**src/rtl/qcl_debounce_sched.sv**
```systemverilog
// qcl_debounce_sched: multi-channel switch debouncer sharing a single
// qualification timer. A round-robin scheduler hands the timer to one channel
// with a pending level change; after 2^(width_p-1) stable cycles the new level
// is committed and reported on a valid/ready event port.
//
// state  | meaning
// IDLE   | no channel being qualified; look for a pending channel to grant
// TIMING | granted channel ch_q is being timed for stability
// EVENT  | level committed, event held on ev_* until ev_ready_i
module qcl_debounce_sched #(
  parameter int num_p    = 8,
  parameter int width_p  = 22,
  parameter int lg_num_p = $clog2(num_p)
) (
  input  logic                clk_i,
  input  logic                reset_i,
  input  logic [num_p-1:0]    i,
  output logic [num_p-1:0]    o,
  output logic                ev_v_o,
  output logic [lg_num_p-1:0] ev_id_o,
  output logic                ev_level_o,
  input  logic                ev_ready_i,
  output logic                busy_o
);

  typedef enum logic [1:0] {
    IDLE   = 2'd0,
    TIMING = 2'd1,
    EVENT  = 2'd2
  } state_e;

  localparam logic [width_p-1:0] term_c = width_p'((64'd1 << (width_p - 1)) - 64'd1);

  state_e              state_q, state_d;
  logic [num_p-1:0]    sync1_q, s_q, o_q, pending;
  logic [width_p-1:0]  timer_q;
  logic [lg_num_p-1:0] ch_q, last_grant_q, ev_id_q, grant_idx;
  logic                grant_found, ev_v_q, ev_level_q;
  logic                do_grant, do_commit, do_release, timer_inc, timer_clr;

  assign pending    = s_q ^ o_q;
  assign o          = o_q;
  assign ev_v_o     = ev_v_q;
  assign ev_id_o    = ev_id_q;
  assign ev_level_o = ev_level_q;
  assign busy_o     = (state_q != IDLE);

  // Round-robin search: first pending channel strictly after last_grant_q.
  always_comb begin
    grant_found = 1'b0;
    grant_idx   = '0;
    for (int k = 1; k <= num_p; k++) begin
      int j;
      j = int'(last_grant_q) + k;
      if (j >= num_p) j = j - num_p;
      if (!grant_found && pending[j]) begin
        grant_found = 1'b1;
        grant_idx   = lg_num_p'(j);
      end
    end
  end

  // State register.
  always_ff @(posedge clk_i or posedge reset_i) begin
    if (reset_i) state_q <= IDLE;
    else         state_q <= state_d;
  end

  // Next-state logic and datapath control strobes.
  always_comb begin
    state_d    = state_q;
    do_grant   = 1'b0;
    do_commit  = 1'b0;
    do_release = 1'b0;
    timer_inc  = 1'b0;
    timer_clr  = 1'b0;
    case (state_q)
      IDLE: begin
        if (grant_found) begin
          do_grant = 1'b1;
          state_d  = TIMING;
        end
      end
      TIMING: begin
        if (s_q[ch_q] == o_q[ch_q]) begin
          timer_clr = 1'b1;
          state_d   = IDLE;
        end else if (timer_q == term_c) begin
          do_commit = 1'b1;
          state_d   = EVENT;
        end else begin
          timer_inc = 1'b1;
        end
      end
      EVENT: begin
        if (ev_ready_i) begin
          do_release = 1'b1;
          state_d    = IDLE;
        end
      end
      default: state_d = IDLE;
    endcase
  end

  // Synchronizers, shared timer, committed levels and event registers.
  always_ff @(posedge clk_i or posedge reset_i) begin
    if (reset_i) begin
      sync1_q      <= '0;
      s_q          <= '0;
      o_q          <= '0;
      timer_q      <= '0;
      ch_q         <= '0;
      last_grant_q <= '0;
      ev_v_q       <= 1'b0;
      ev_id_q      <= '0;
      ev_level_q   <= 1'b0;
    end else begin
      sync1_q <= i;
      s_q     <= sync1_q;
      if (do_grant) begin
        ch_q    <= grant_idx;
        timer_q <= '0;
      end else if (timer_inc) begin
        timer_q <= timer_q + 1'b1;
      end else if (timer_clr || do_commit) begin
        timer_q <= '0;
      end
      if (do_commit) begin
        o_q[ch_q]  <= ~o_q[ch_q];
        ev_v_q     <= 1'b1;
        ev_id_q    <= ch_q;
        ev_level_q <= ~o_q[ch_q];
      end
      if (do_release) begin
        ev_v_q       <= 1'b0;
        last_grant_q <= ch_q;
      end
    end
  end

endmodule

```
**config.mk**
```make
export PLATFORM = sky130hd
export DESIGN_NAME = qcl_debounce_sched
export DESIGN_NICKNAME = d
export VERILOG_FILES = /design/src/rtl/qcl_debounce_sched.sv
export SDC_FILE = /design/constraint.sdc
export NUM_CORES = 1
export LEC_CHECK = 0
export BUFFER_PORTS_ARGS = -buffer_cell sky130_fd_sc_hd__buf_2
export CAP_MARGIN = 20
export CORE_MARGIN = 3
export CORE_UTILIZATION = 24
export DETAILED_ROUTE_END_ITERATION = 7
export GPL_ROUTABILITY_DRIVEN = 0
export GPL_TIMING_DRIVEN = 0
export SETUP_SLACK_MARGIN = 0.15
export SLEW_MARGIN = 0
export SYNTH_ARGS = -nofsm -noshare
export SYNTH_HDL_FRONTEND = slang
export SYNTH_SLANG_ARGS = --single-unit
```
**constraint.sdc**
```tcl
create_clock -name clk_i -period 3.7 [get_ports clk_i]
set_clock_uncertainty 0.1 [all_clocks]
set_input_delay 0.74 -clock clk_i [delete_from_list [all_inputs] [get_ports clk_i]]
set_output_delay 0.74 -clock clk_i [all_outputs]
set_load 0.005 [all_outputs]
```
# Word level (Yosys, flattened, before mapping)
# Cells that the tools add are included.
[totals]
latchBits = 0
ff_bits = 59
mem_bits_ro = 0
output_inout_bits = 14
wordCells = 152
ramBits = 0
n_memories = 0
[op_classes]
n_addsub = 17
n_div = 0
bitwise = 2
shifts = 0
mul = 0
eq_ne = 7
magnitude_cmp = 18
n_mux = 77
reduce_logical = 21
[op_table]
columns = ["cell", "n"]
rows = [
  ["less-than comparator 32 x 5 -> 1 bit, second input constant", 8],
  ["2-to-1 mux 32 bit", 8],
  ["2-to-1 mux 22 bit", 3],
  ["2-to-1 mux 1 bit", 41],
  ["subtractor 4 x 4 -> 5 bit, second input constant", 7],
  ["binary-select mux 1 bit (select 3 bit)", 10],
  ["greater-or-equal comparator 4 bit, second input constant", 7],
  ["2-to-1 mux 3 bit", 8],
  ["adder 22 x 1 -> 22 bit, second input constant", 1],
  ["equality test 22 x 21 -> 1 bit, second input constant", 1],
  ["adder 3 x 3 -> 4 bit, second input constant", 4],
  ["adder 3 x 2 -> 4 bit, second input constant", 2],
  ["bitwise mux 8 bit", 1],
  ["logical AND 1 bit", 8],
  ["2-to-1 mux 2 bit", 4],
  ["bitwise XOR 8 bit", 1],
  ["zero test 1 bit", 7],
  ["one-hot mux 2 bit (3 select lines)", 1],
  ["subtractor 5 x 4 -> 6 bit, second input constant", 1],
  ["adder 3 x 4 -> 5 bit, second input constant", 1],
  ["greater-or-equal comparator 5 x 4 -> 1 bit, second input constant", 1],
  ["adder 3 x 1 -> 4 bit, second input constant", 1],
  ["less-than comparator 3 x 4 -> 1 bit, second input constant", 1],
  ["!= test 2 bit, second input constant", 2],
  ["other kinds (12)", 13],
]

# Depth between registers and ports, before layout
# Gate-level depths: netlist of the first run.
[depth]
word_depth = 31
depth_mapped = 11

# Worst setup path after synthesis of the first run
# OpenSTA, ideal clock, no wires.
[synth_timing]
path_kind = "reg-to-reg"
startpoint = "register last_grant_q[0]"
endpoint = "register timer_q[13]"
slack_ps = 582
n_path_buf = 3
required_time_ps = 3518
path_stages_with_launch = 12
arrival_ps = 2936
path_cell_list = "dfrtp_1 buf_6 inv_4 ha_1 buf_2 clkinv_1 mux4_2 or2_4 o41ai_4 nand2_2 buf_6 a31oi_1"
[synth_via]
elab_chain_cells = 31
[synth_lines]
columns = ["item", "line_no", "rtl"]
rows = [
  ["start: declaration", "37", "logic [lg_num_p-1:0] ch_q, last_grant_q, ev_id_q, grant_idx;"],
  ["start signal: assignment", "136", "last_grant_q <= ch_q;"],
  ["adder 3 x 1 -> 4 bit", "54", "j = int'(last_grant_q) + k;"],
  ["subtractor 4 x 4 -> 5 bit / greater-or-equal comparator 4 bit (equally long branches)", "55", "if (j >= num_p) j = j - num_p;"],
  ["2-to-1 mux 32 bit", "55", ""],
  ["binary-select mux 1 bit (select 3 bit)", "56", "if (!grant_found && pending[j]) begin"],
  ["2-to-1 mux 1 bit (not written as such) (2 in series)", "56", ""],
  ["2-to-1 mux 1 bit", "56", ""],
  ["zero test 1 bit", "56", ""],
  ["logical AND 1 bit", "56", ""],
  ["(+14 left out)", "--", ""],
  ["logical AND 1 bit", "56", ""],
  ["2-to-1 mux 1 bit", "56", ""],
  ["zero test 1 bit", "56", ""],
  ["logical AND 1 bit", "56", ""],
  ["2-to-1 mux 1 bit (*)", "56", ""],
  ["2-to-1 mux 1 bit (*)", "79", "if (grant_found) begin"],
  ["2-to-1 mux 1 bit (*)", "77", "case (state_q)"],
  ["nonzero test 3 bit (no line) / 2-to-1 mux 22 bit (equally long branches)", "--", ""],
  ["end signal: assignment", "124", "timer_q <= timer_q + 1'b1;"],
  ["end: declaration", "36", "logic [width_p-1:0] timer_q;"],
]
# Every way passes the cells marked *; elsewhere a longest branch is shown, timed or not. The select of a mux whose other input is x is not followed.
# A chain may end at the register's enable or synchronous reset.

# Worst setup path in the final report of the first run
[layout_timing]
startpoint = "register last_grant_q[0]"
endpoint = "register ch_q[1]"
[layout_via]
elab_chain_cells = 30
[layout_lines]
columns = ["item", "line_no", "rtl"]
rows = [
  ["adder 3 x 1 -> 4 bit", "54", ""],
  ["subtractor 4 x 4 -> 5 bit / greater-or-equal comparator 4 bit (equally long branches)", "55", ""],
  ["2-to-1 mux 32 bit", "55", ""],
  ["binary-select mux 1 bit (select 3 bit)", "56", ""],
  ["2-to-1 mux 1 bit (not written as such) (2 in series)", "56", ""],
  ["2-to-1 mux 1 bit", "56", ""],
  ["zero test 1 bit", "56", ""],
  ["logical AND 1 bit", "56", ""],
  ["(+13 left out)", "--", ""],
  ["zero test 1 bit", "56", ""],
  ["logical AND 1 bit", "56", ""],
  ["2-to-1 mux 1 bit", "56", ""],
  ["zero test 1 bit", "56", ""],
  ["logical AND 1 bit", "56", ""],
  ["2-to-1 mux 1 bit", "56", ""],
  ["2-to-1 mux 1 bit", "79", ""],
  ["2-to-1 mux 1 bit", "77", ""],
  ["end signal: assignment", "121", "ch_q <= grant_idx;"],
  ["end: declaration", "37", ""],
]
# Several ways; a longest one is shown, not always the timed one. The select of a mux whose other input is x is not followed.

==> metrics.md, run 1 <==
| Metric | Value |
|---|---|
| #FFs+latches synth | `59` |
| Crit start category | `flop` |
| CP required | `3810 ps` |
| Pre-antenna DRT Iters | `5` |
| Max FO, Critical Path | `9` |
| Status | `finished, final reports clean` |
| Root Driver | `clkbuf_16` |
| Post-synth EDFFs | `0` |
| Die width | `128 um` |
| Die area | `16400 um^2` |
| Clock Path Buffers | `2` |
| DR vias | `2823` |
| Ant. Diodes | `0` |
| Largest net degree at the start of global routing | `37` |
| Worst EP arrival | `3480 ps` |
| DRC viols | `0` |
| GRT Overall Usage | `10.7%` |
| Leading area contributor after synthesis | `dfrtp_1` |
| Ranking of synthesized cells by area | `dfrtp_1 (41%), mux4_2 (10%), xor2_1 (3.7%), mux2i_1 (3.6%), xnor2_1 (3.4%)` |
| Routed WL per cell | `15.2 um` |
| WL final | `8360 um` |
| Pwr/cell area | `522 nW/um^2` |
| Crit path capture | `ch_q[1]$_DFFE_PP0N_` |
| ANT nets after route | `0` |
| Mapped cell area | `3570 um^2` |
| WHS | `249 ps` |
| CTS tree | `built` |
| Area delta synth->final | `19.9%` |
| Overflow after GRT | `0` |
| CP startpoint | `last_grant_q[0]$_DFFE_PP0P_` |
| Hold WC Path Type | `reg2reg` |
| Clock sink count | `59` |
| Worst path slowest cell | `o41ai_4` |
| CTS Hold Buffers Added | `0` |
| Main synth FF type | `dfrtp_1` |
| Async SR Flop Fraction | `100%` |
| Post-synthesis average cell area | `10.8 um^2` |
| # rows | `43` |
| Syn Nets | `344` |
| Seq pwr share | `32.4%` |
| Starting DRT DRC Count | `249` |
| Post-Syn Instances | `330` |
| Top cell type's share of synthesized area | `41.4%` |
| Setup CP Type | `reg2reg` |
| Synth cell types | `54` |
| Int Power | `1.51 mW` |
| Startpoint of the worst hold path | `sync1_q[7]$_DFF_PP0_` |
| Clock network power share | `40.5%` |
| LEAKAGE | `1.86 nW` |
| RSZ-0062 raised after global routing | `false` |
| Most frequent cell after synthesis | `dfrtp_1` |
| Starting Density | `25.1%` |
| Max VDD drop | `0.257 mV` |
| Rel. slew slack | `62.1%` |
| Slowest cell delay on critical path | `480 ps` |
| First-pass GRT wire length | `14400 um` |
| Setup-failing EPs final | `0` |
| DP Wirelength | `6020 um` |
| Final hold violation count | `0` |
| Critical Path, Cell by Cell | `buf_6 -> inv_4 -> ha_1 -> xnor2_2 -> mux4_2 -> mux2i_2 -> nand4b_1 -> o41ai_4 -> buf_4 -> a31oi_1 -> a22o_1` |
| Vias in the first global route | `2882` |
| Worst-Margin Slew | `554 ps` |
| Layout cells sized above 1 | `25.5%` |
| CTS H-tree lvls | `3` |
| Final Cycle Share | `91.0%` |
| Total negative slack | `0 ps` |
| Via density | `5.11` |
| Fin. max-slew vios | `0` |
| Core Region | `14200 um^2` |
| Logic pwr share | `27.0%` |
| Crit path capture type | `flop` |
| Switching power | `0.723 mW` |
| Sequential area share after synthesis | `41.4%` |
| Worst skew pair latency | `330 ps` |
| Reg2Reg Launch Point | `last_grant_q[0]$_DFFE_PP0P_` |
| RR Endpoint | `ch_q[1]$_DFFE_PP0N_` |
| Ports | `25` |
| Clock transition at path regs | `50 ps` |
| I/O Buffers | `24` |
| Total CTS buffers | `9` |
| Max Cap Viol | `0` |
| Worst R2R Path Depth | `11` |
| Synth warn | `0` |
| Initial antenna violation count | `0` |
| Hold Path Depth | `0` |
| Final-stage net count | `381` |
| Highest Clock Rate | `297 MHz` |
| Top cells by count, synth | `dfrtp_1 (59), nand2_1 (27), a21oi_1 (18), a31oi_1 (17)` |
| Reg2Reg Setup Slack | `330 ps` |
| Sw frac | `32.3%` |
| Final period demand of the worst path | `3370 ps` |
| Die height | `128 um` |
[final cells by class]
class	instances	area [um^2]
Sequential cell	59	1480
Inverter	11	43.8
Clock buffer	9	225
Timing Repair Buffer	26	148
Tap cell	180	225
Clock inverter	7	101
Buffer	15	103
Multi-Input combinational cell	245	1960
Fill cell	1488	9920
[layout by cell type (no fill, tap or decap), types with 4 or more instances in the layout]
cell type,instances
o31ai_1,5
clkbuf_16,9
inv_1,8
nor4_1,4
mux2_2,9
xor2_1,15
nand2_1,27
a21oi_1,18
o21ai_0,13
nor3_2,4
nand3_1,11
mux4_2,16
nor2_1,16
xnor2_1,13
dfrtp_1,59
buf_2,30
buf_6,5
mux2i_1,12
nand2b_1,7
a22o_1,9
a31oi_1,17
[state kept, by name, indices dropped and copies added (netlist names)]
signal,count
ch_q,3
ev_id_o,3
ev_level_o,1
ev_v_o,1
last_grant_q,3
o,8
s_q,8
state_q,2
sync1_q,8
timer_q,22
[routing by layer]
| layer | GRT usage (%) | share of wire (%) | vias to the layer above |
|---|---|---|---|
| met3 | 2.29 | 4.7 | 15 |
| met1 | 14.6 | 47 | 1391 |
| li1 | - | - | 1307 |
| met4 | 4.43 | 2.0 | 0 |
| met2 | 16.6 | 47 | 110 |
| met5 | 0 | 0 | - |
[repair_timing]
item                                    4_1_cts  5_1_grt
pin swaps                                     1        0
buffers inserted                              1        0
endpoints found under the setup margin       16       17
resized for setup                             1        3
[critical path, delay by kind of cell (launching register included)]
family                     cells  cell delay [ps]
buffers and inverters          3              500
muxes                          2              730
xor gates and xnor gates       1              330
AOI/OAI and AO/OA              3              760
and+or+nand+nor                1              200
adders and majority gates      1              260
DFF                            1              370
[worst min path at each step]
stage,end
final,s_q[7]$_DFF_PP0_
after global routing,s_q[7]$_DFF_PP0_
after CTS,s_q[7]$_DFF_PP0_
after detailed placement,s_q[0]$_DFF_PP0_
after global placement,s_q[4]$_DFF_PP0_
after floorplan,s_q[0]$_DFF_PP0_
[cell families after synthesis]
kind of cell | count (synthesis) | synth area share, %
simple gates | 96 | 14.9
compound gates | 79 | 14.9
flops | 59 | 41.4
xor+xnor | 29 | 7.12
mux | 38 | 16.6
buf+inv | 26 | 4.07
fa+ha+maj | 3 | 1.05
[power groups by stage]
| stage | Combinational (mW) | Sequential (mW) | Clock, mW |
|---|---|---|---|
| finish | 0.604 | 0.725 | 0.906 |
| global route | 0.671 | 0.731 | 0.949 |
| CTS | 0.606 | 0.725 | 0.922 |
| detailed placement | 0.593 | 0.734 | 0 |
| global placement | 0.578 | 0.734 | 0 |
| floorplan | 0.443 | 0.726 | 0 |
[through the flow]
| step | power, mW | instance area (um^2) | std cells | utilization (%) | setup WS [ps] |
|---|---|---|---|---|---|
| after global routing | 2.35 | 4280 | 552 | 30.1 | 165 |
| after detailed placement | 1.33 | 3940 | 535 | 27.7 | 15.1 |
| final | 2.24 | 4280 | 552 | 30.1 | 332 |
| after global placement | 1.31 | 3920 | 534 | 27.6 | 97.4 |
| after CTS | 2.25 | 4280 | 552 | 30.1 | 258 |
| after floorplan | 1.17 | 3570 | 330 | - | 582 |
No activity file was read; power rests on OpenSTA's default activity.
==> run 2: changes to the inputs <==
--- a/config.mk
+++ b/config.mk
@@ -5,6 +5,7 @@
 export SDC_FILE = /design/constraint.sdc
 export NUM_CORES = 1
 export LEC_CHECK = 0
+export ABC_AREA = 1
 export BUFFER_PORTS_ARGS = -buffer_cell sky130_fd_sc_hd__buf_2
 export CAP_MARGIN = 20
 export CORE_MARGIN = 3
==> run 2 against run 1 <==
Routed wire length fell by 1.7%. Largest power group is now combinational cells. Utilization fell by 0.33 points. Clock power fell by 2%. Register-to-register slack improved by 610 ps. Cell area fell by 1.1%. Sequential power rose by 5.4%. Final cell count rose by 27%. Setup slack improved by 610 ps. Global-route usage rose by 0.17 points.
==> metrics.md, run 2 <==
| Metric | Value |
|---|---|
| #FFs+latches synth | `59 (unchanged)` |
| Most frequent cell after synthesis | `nand2_1` |
| RSZ-0062 raised after global routing | `false` |
| Post-synthesis average cell area | `7.37 um^2 (-32%)` |
| Buffers and inverters on the worst path | `4 (+1)` |
| Worst-Margin Slew | `745 ps (+191 ps)` |
| Status | `finished, final reports clean` |
| Top cell type's share of synthesized area | `41.5% (+0.19 points)` |
| Worst EP arrival | `2910 ps (-570 ps)` |
| Final period demand of the worst path | `2760 ps (-611 ps)` |
| Worst skew pair latency | `330 ps (about the same)` |
| Crit path max-delay family | `simple AND/OR/NAND/NOR gates` |
| Clock sink count | `59 (unchanged)` |
| Most common cell after layout, fill and taps aside | `nand2_1` |
| GRT Overall Usage | `10.9% (+0.17 points)` |
| Mapped cell area | `3550 um^2 (-0.46%)` |
| ANT nets after route | `0 (unchanged)` |
| Final hold violation count | `0 (unchanged)` |
| Total negative slack | `0 ps (unchanged)` |
| Max FFs per register | `22 (unchanged)` |
| Starting DRT DRC Count | `186 (-25%)` |
| Reg2Reg Setup Slack | `940 ps (+610 ps)` |
| Area of the multi-input gates | `1770 um^2 (-9.9%)` |
| I/O Buffers | `24 (unchanged)` |
| Starting Density | `25.0% (-0.11 points)` |
| Register area | `1480 um^2 (unchanged)` |
| Core Region | `14200 um^2 (unchanged)` |
| Post-synth EDFFs | `0 (unchanged)` |
| Setup CP Type | `reg2reg` |
| # Post-CTS Setup Buffers | `0 (-1)` |
| Hold WC Path Type | `reg2reg` |
| Slowest cell delay on critical path | `410 ps (-70 ps)` |
| Worst path slowest cell | `dfrtp_1` |
| DRC viols | `0 (unchanged)` |
| Main synth FF type | `dfrtp_1` |
| Post-cts sizing count | `0 (-1)` |
| Die area | `16300 um^2 (-0.43%)` |
| Setup-failing EPs final | `0 (unchanged)` |
| Layout Utilization | `29.8% (-0.33 points)` |
| Largest net degree at the start of global routing | `35 (-5.4%)` |
| Seq pwr share | `23.3% (-9.1 points)` |
| Max VDD drop | `0.397 mV (+54%)` |
| Synth cell types | `34 (-37%)` |
| Initial antenna violation count | `0 (unchanged)` |
| LEAKAGE | `1.98 nW (+6.5%)` |
| Clock network power share | `27.2% (-13 points)` |
| Clock transition at path regs | `50 ps (about the same)` |
| Ports | `25 (unchanged)` |
| Vias in the first global route | `2995 (+3.9%)` |
| First-pass GRT wire length | `14400 um (-0.28%)` |
| WL final | `8220 um (-1.7%)` |
| Highest Clock Rate | `363 MHz (+22%)` |
| CTS H-tree lvls | `3 (unchanged)` |
| Syn Nets | `496 (+44%)` |
| Fin. max-slew vios | `0 (unchanged)` |
| FILL cells | `1569 (+5.4%)` |
| Largest Register | `timer_q` |
| Layout cells sized above 1 | `15.9% (-9.6 points)` |
| Total CTS buffers | `9 (unchanged)` |
| Clock Path Buffers | `2 (unchanged)` |
| Max FO, Critical Path | `10 (+1)` |
| # rows | `43 (unchanged)` |
| CTS Hold Buffers Added | `0 (unchanged)` |
| Leading area contributor after synthesis | `dfrtp_1` |
| DR vias | `3154 (+12%)` |
| Sw frac | `43.6% (+11 points)` |
| Max Cap Viol | `0 (unchanged)` |
| Die width | `128 um (-0.21%)` |
| Synth warn | `0 (unchanged)` |
| Crit path capture type | `flop` |
| Final Cycle Share | `74.5% (-17 points)` |
| Ant. Diodes | `0 (unchanged)` |
| Routed WL per cell | `11.7 um (-23%)` |
| Root Driver | `clkbuf_16` |
| Logic pwr share | `49.5% (+22 points)` |
| Most frequent cells in the layout | `nand2_1 (126), nand3_1 (78), dfrtp_1 (59)` |
| Sequential area share after synthesis | `41.5% (+0.19 points)` |
| Rel. slew slack | `50.2% (-12 points)` |
| WHS | `244 ps (-4.31 ps)` |
| Async SR Flop Fraction | `100% (unchanged)` |
| Switching power | `1.43 mW (+98%)` |
| Top cells by count, synth | `nand2_1 (126), nand3_1 (78), dfrtp_1 (59), inv_1 (45), nor2_1 (38)` |
| Pre-antenna DRT Iters | `5 (unchanged)` |
| Int Power | `1.85 mW (+22%)` |
| Area delta synth->final | `19.2%` |
| Pwr/cell area | `774 nW/um^2 (+48%)` |
| CTS tree | `built` |
| Overflow after GRT | `0 (unchanged)` |
| Critical Path, Cell by Cell | `buf_4 -> inv_2 -> ha_1 -> buf_4 -> inv_2 -> nand3_1 -> nand3_2 -> nand2_2 -> nor2_4 -> nand4_2 -> nor2_4 -> nand3_2 -> nand2_4 -> nand2_1 -> a21oi_1` |
| Via density | `4.50 (-12%)` |
| Final-stage net count | `532 (+40%)` |
| Die height | `128 um (-0.21%)` |
| Post-Syn Instances | `482 (+46%)` |
| CP required | `3850 ps (+40 ps)` |
| Crit start category | `flop` |
| Ranking of synthesized cells by area | `dfrtp_1 (42%), nand2_1 (13%), nand3_1 (11%), inv_1 (4.8%), o21ai_1 (4.6%)` |
| DP Wirelength | `6110 um (+1.6%)` |
-- run 2: worst register-to-register path, stage by stage (launching register included) --
cell,delay [ps]
dfrtp_1,410
buf_4,200
inv_2,140
ha_1,250
buf_4,170
inv_2,90
nand3_1,150
nand3_2,120
nand2_2,90
nor2_4,120
nand4_2,130
nor2_4,180
nand3_2,100
nand2_4,110
nand2_1,150
a21oi_1,170
-- run 2: layout make-up --
cell class                 count  area share, %
tap                          180           5.32
sequential                    59           34.9
multi-input combinational    353           41.7
clock buffer                  12           6.06
inverter                      58           5.14
timing repair buffer          25           3.31
clock inverter                 2           1.42
buffer                        12           2.22
-- run 2: through the flow --
| stage | power [mW] | setup slack, ps | instance area, um^2 | cells |
|---|---|---|---|---|
| after floorplan | 2.02 | 1270 | 3550 | 482 |
| after global placement | 2.39 | 618 | 3900 | 686 |
| after detailed placement | 2.39 | 939 | 3920 | 687 |
| after CTS | 3.30 | 924 | 4240 | 701 |
| after global routing | 3.58 | 675 | 4240 | 701 |
| final | 3.28 | 942 | 4240 | 701 |
-- run 2: logic make-up (layout without fill, tap and decap cells) --
logic type                 Yosys count  in the layout  share of synthesized area (%)
DFF                                 59             59                           41.5
xor gates and xnor gates            15             15                           4.12
and+or+nand+nor                    271            271                           35.0
adders and majority gates            3              3                           1.06
AOI/OAI and AO/OA                   64             64                           9.54
buffers and inverters               70            109                           8.77
-- run 2: path summary, 6_finish.rpt --
check | start | end | depth (start not counted)
hold / removal | sync1_q[1]$_DFF_PP0_ | s_q[1]$_DFF_PP0_ | 0
max in group asynchronous | reset_i | o[7]$_DFFE_PP0P_ | 3
min in group asynchronous | reset_i | ch_q[2]$_DFFE_PP0N_ | 2
setup / recovery | last_grant_q[1]$_DFFE_PP0P_ | timer_q[0]$_DFFE_PP0P_ | 15
setup reg to reg | last_grant_q[1]$_DFFE_PP0P_ | timer_q[0]$_DFFE_PP0P_ | 15
hold reg to reg | sync1_q[1]$_DFF_PP0_ | s_q[1]$_DFF_PP0_ | 0
-- run 2: per-layer routing --
metal,part of all wire (%),GRT usage (%)
met4,1.8,4.62
met3,3.8,2.75
met5,0,0
met2,44,16.2
met1,51,15.1
-- run 2: power groups by stage --
| stage | Sequential (mW) | Combinational, mW | Clock [mW] |
|---|---|---|---|
| 3_5_place_dp | 0.774 | 1.62 | 0 |
| 2_1_floorplan | 0.764 | 1.26 | 0 |
| 3_3_place_gp | 0.772 | 1.62 | 0 |
| 6_report | 0.764 | 1.62 | 0.891 |
| 5_1_grt | 0.770 | 1.86 | 0.945 |
| 4_1_cts | 0.764 | 1.63 | 0.914 |
==> run 3: changes to the inputs <==
--- a/config.mk
+++ b/config.mk
@@ -5,7 +5,7 @@
 export SDC_FILE = /design/constraint.sdc
 export NUM_CORES = 1
 export LEC_CHECK = 0
-export ABC_AREA = 1
+export ABC_AREA = 0
 export BUFFER_PORTS_ARGS = -buffer_cell sky130_fd_sc_hd__buf_2
 export CAP_MARGIN = 20
 export CORE_MARGIN = 3
==> constraint.sdc (replaced) <==
create_clock -name clk_i -period 2.8 [get_ports clk_i]
set_clock_uncertainty 0.1 [all_clocks]
set_input_delay 0.56 -clock clk_i [delete_from_list [all_inputs] [get_ports clk_i]]
set_output_delay 0.56 -clock clk_i [all_outputs]
set_load 0.005 [all_outputs]
==> run 3 against run 2 <==
The flow now finishes with violations (negative setup slack). Worst hold slack got worse by 57 ps. Total power fell by 0.51%. Sequential share of layout area fell by 6.2 points. Final cell count fell by 14%. Sequential power rose by 27%. Via count fell by 2.3%. Setup slack got worse by 1000 ps. Routed wire length rose by 19%. Critical path type unchanged. Highest routed layer unchanged.
==> metrics.md, run 3 (synthesis results as in run 1) <==
| Metric | Value |
|---|---|
| Vias in the first global route | `3123 (+4.3%)` |
| Worst EP arrival | `3010 ps (+100 ps)` |
| Largest Register | `timer_q` |
| Starting Density | `25.1% (+0.11 points)` |
| I/O Buffers | `24 (unchanged)` |
| Hold WC Path Type | `in2async` |
| CTS H-tree lvls | `3 (unchanged)` |
| LEAKAGE | `2.22 nW (+12%)` |
| # rows | `43 (unchanged)` |
| FILL cells | `1392 (-11%)` |
| DP Wirelength | `6210 um (+1.7%)` |
| Worst-Margin Slew | `575 ps (-170 ps)` |
| Fin. max-slew vios | `0 (unchanged)` |
| Die area | `16400 um^2 (+0.43%)` |
| Routed WL per cell | `16.2 um (+38%)` |
| Max FO, Critical Path | `5 (-5)` |
| Pre-antenna DRT Iters | `5 (unchanged)` |
| ANT nets after route | `0 (unchanged)` |
| GRT Overall Usage | `11.8% (+0.90 points)` |
| DR vias | `3081 (-2.3%)` |
| Final-stage net count | `431 (-19%)` |
| Crit start category | `flop` |
| Max VDD drop | `0.359 mV (-9.5%)` |
| Failing checks | `negative setup slack` |
| Die height | `128 um (+0.22%)` |
| Clock Path Buffers | `2 (unchanged)` |
| Non-Filler Instances | `602 (-14%)` |
| Area of the multi-input gates | `2420 um^2 (+37%)` |
| Setup-failing EPs final | `28 (+28)` |
| CTS tree | `built` |
| RSZ-0062 raised after global routing | `true` |
| Root Driver | `clkbuf_16` |
| Final hold violation count | `0 (unchanged)` |
| Initial antenna violation count | `0 (unchanged)` |
| Max Cap Viol | `0 (unchanged)` |
| Final Cycle Share | `104% (+29 points)` |
| Highest Clock Rate | `345 MHz (-5.0%)` |
| Clock transition at path regs | `50 ps (about the same)` |
| Most common cell after layout, fill and taps aside | `dfrtp_1` |
| Largest net degree at the start of global routing | `34 (-2.9%)` |
| DP Worst Slack | `-530 ps (-1470 ps)` |
| Most frequent cells in the layout | `dfrtp_1 (53), buf_4 (40), buf_2 (27)` |
| First-pass GRT wire length | `15600 um (+8.7%)` |
| Rel. slew slack | `60.7% (+10 points)` |
| CTS Hold Buffers Added | `0 (unchanged)` |
| Area delta synth->final | `45.2%` |
| Crit path capture type | `flop` |
| Setup CP Type | `reg2reg` |
| Placed cells | `535 (-22%)` |
| Final period demand of the worst path | `2900 ps (+145 ps)` |
| Post-route setup slack | `-102 ps (-1040 ps)` |
| WHS | `188 ps (-56.8 ps)` |
| Via density | `5.12 (+14%)` |
| Status | `finished, violations left` |
| DRC viols | `0 (unchanged)` |
| WL final | `9770 um (+19%)` |
| Total CTS buffers | `9 (unchanged)` |
| Clock sink count | `59 (unchanged)` |
| Worst skew pair latency | `330 ps (about the same)` |
| Layout Utilization | `36.5% (+6.7 points)` |
| Starting DRT DRC Count | `208 (+12%)` |
| Register area | `1480 um^2 (+0.51%)` |
| Die width | `128 um (+0.22%)` |
| Core Region | `14200 um^2 (unchanged)` |
| Layout cells sized above 1 | `49.5% (+34 points)` |
| Pwr/cell area | `629 nW/um^2 (-19%)` |
| Ports | `25 (unchanged)` |
| CP required | `2900 ps (-950 ps)` |
| Max FFs per register | `22 (unchanged)` |
| Ant. Diodes | `0 (unchanged)` |
| Total negative slack | `-1140 ps (-1140 ps)` |
| Overflow after GRT | `0 (unchanged)` |
==> run 3: layout make-up <==
cell class                 count  share of cell area (%)
inverter                      11                    1.23
clock inverter                 7                    1.04
tap                          180                    4.35
multi-input combinational    245                    46.6
buffer                        15                    2.99
timing repair buffer          76                    10.8
clock buffer                   9                    4.35
sequential                    59                    28.6
==> run 3: path summary, 6_finish.rpt <==
check                                       startpoint                      to  slack (ps)  cells past startpoint
setup / recovery           last_grant_q[0]$_DFFE_PP0P_     ch_q[1]$_DFFE_PP0N_        -100                     11
hold / removal                                 reset_i  ev_id_o[1]$_DFFE_PP0P_         190                      2
setup reg to reg           last_grant_q[0]$_DFFE_PP0P_     ch_q[1]$_DFFE_PP0N_        -100                     11
hold reg to reg                   sync1_q[7]$_DFF_PP0_        s_q[7]$_DFF_PP0_         250                      0
max in group asynchronous                      reset_i     ch_q[1]$_DFFE_PP0N_        1810                      3
min in group clk_i                                i[5]    sync1_q[5]$_DFF_PP0_         240                      1
==> run 3: critical path, stage by stage, from the launching register on <==
cell	delay [ps]
dfrtp_1	390
buf_6	140
inv_8	60
ha_4	190
buf_8	130
clkinv_8	40
buf_4	100
mux4_2	570
nand3b_1	260
or3_1	360
a22o_1	230
a22o_1	200
==> run 3: repair_timing <==
item | CTS | global route
pin swaps | 17 | 19
cloned | 1 | 1
setup endpoints to repair | 40 | 40
setup buffers | 32 | 17
gates resized for setup | 51 | 55
==> run 3: power breakdown <==
| group | switching [mW] | leakage (nW) | total [mW] | internal (mW) |
|---|---|---|---|---|
| combinational | 0.732 | 1.32 | 1.29 | 0.554 |
| clock | 0.404 | 0.128 | 1.00 | 0.601 |
| sequential | 0.0572 | 0.767 | 0.969 | 0.912 |
==> run 3: per-layer routing <==
metal | part of all wire, % | up-vias | GRT usage (%) | wire (um)
met1 | 44 | 1531 | 15.4 | 4310
met3 | 4.8 | 15 | 2.58 | 471
li1 | - | 1418 | - | -
met4 | 1.8 | 0 | 4.18 | 177
met2 | 49 | 117 | 19.3 | 4810
met5 | 0 | - | 0 | 0
==> run 3: through the flow <==
step | total power, mW | cell area, um^2
after CTS | 3.06 | 4790
after detailed placement | 1.79 | 4040
final | 3.26 | 5180
after floorplan | 1.58 | 3670
after global placement | 1.77 | 4020
after global routing | 3.44 | 5180
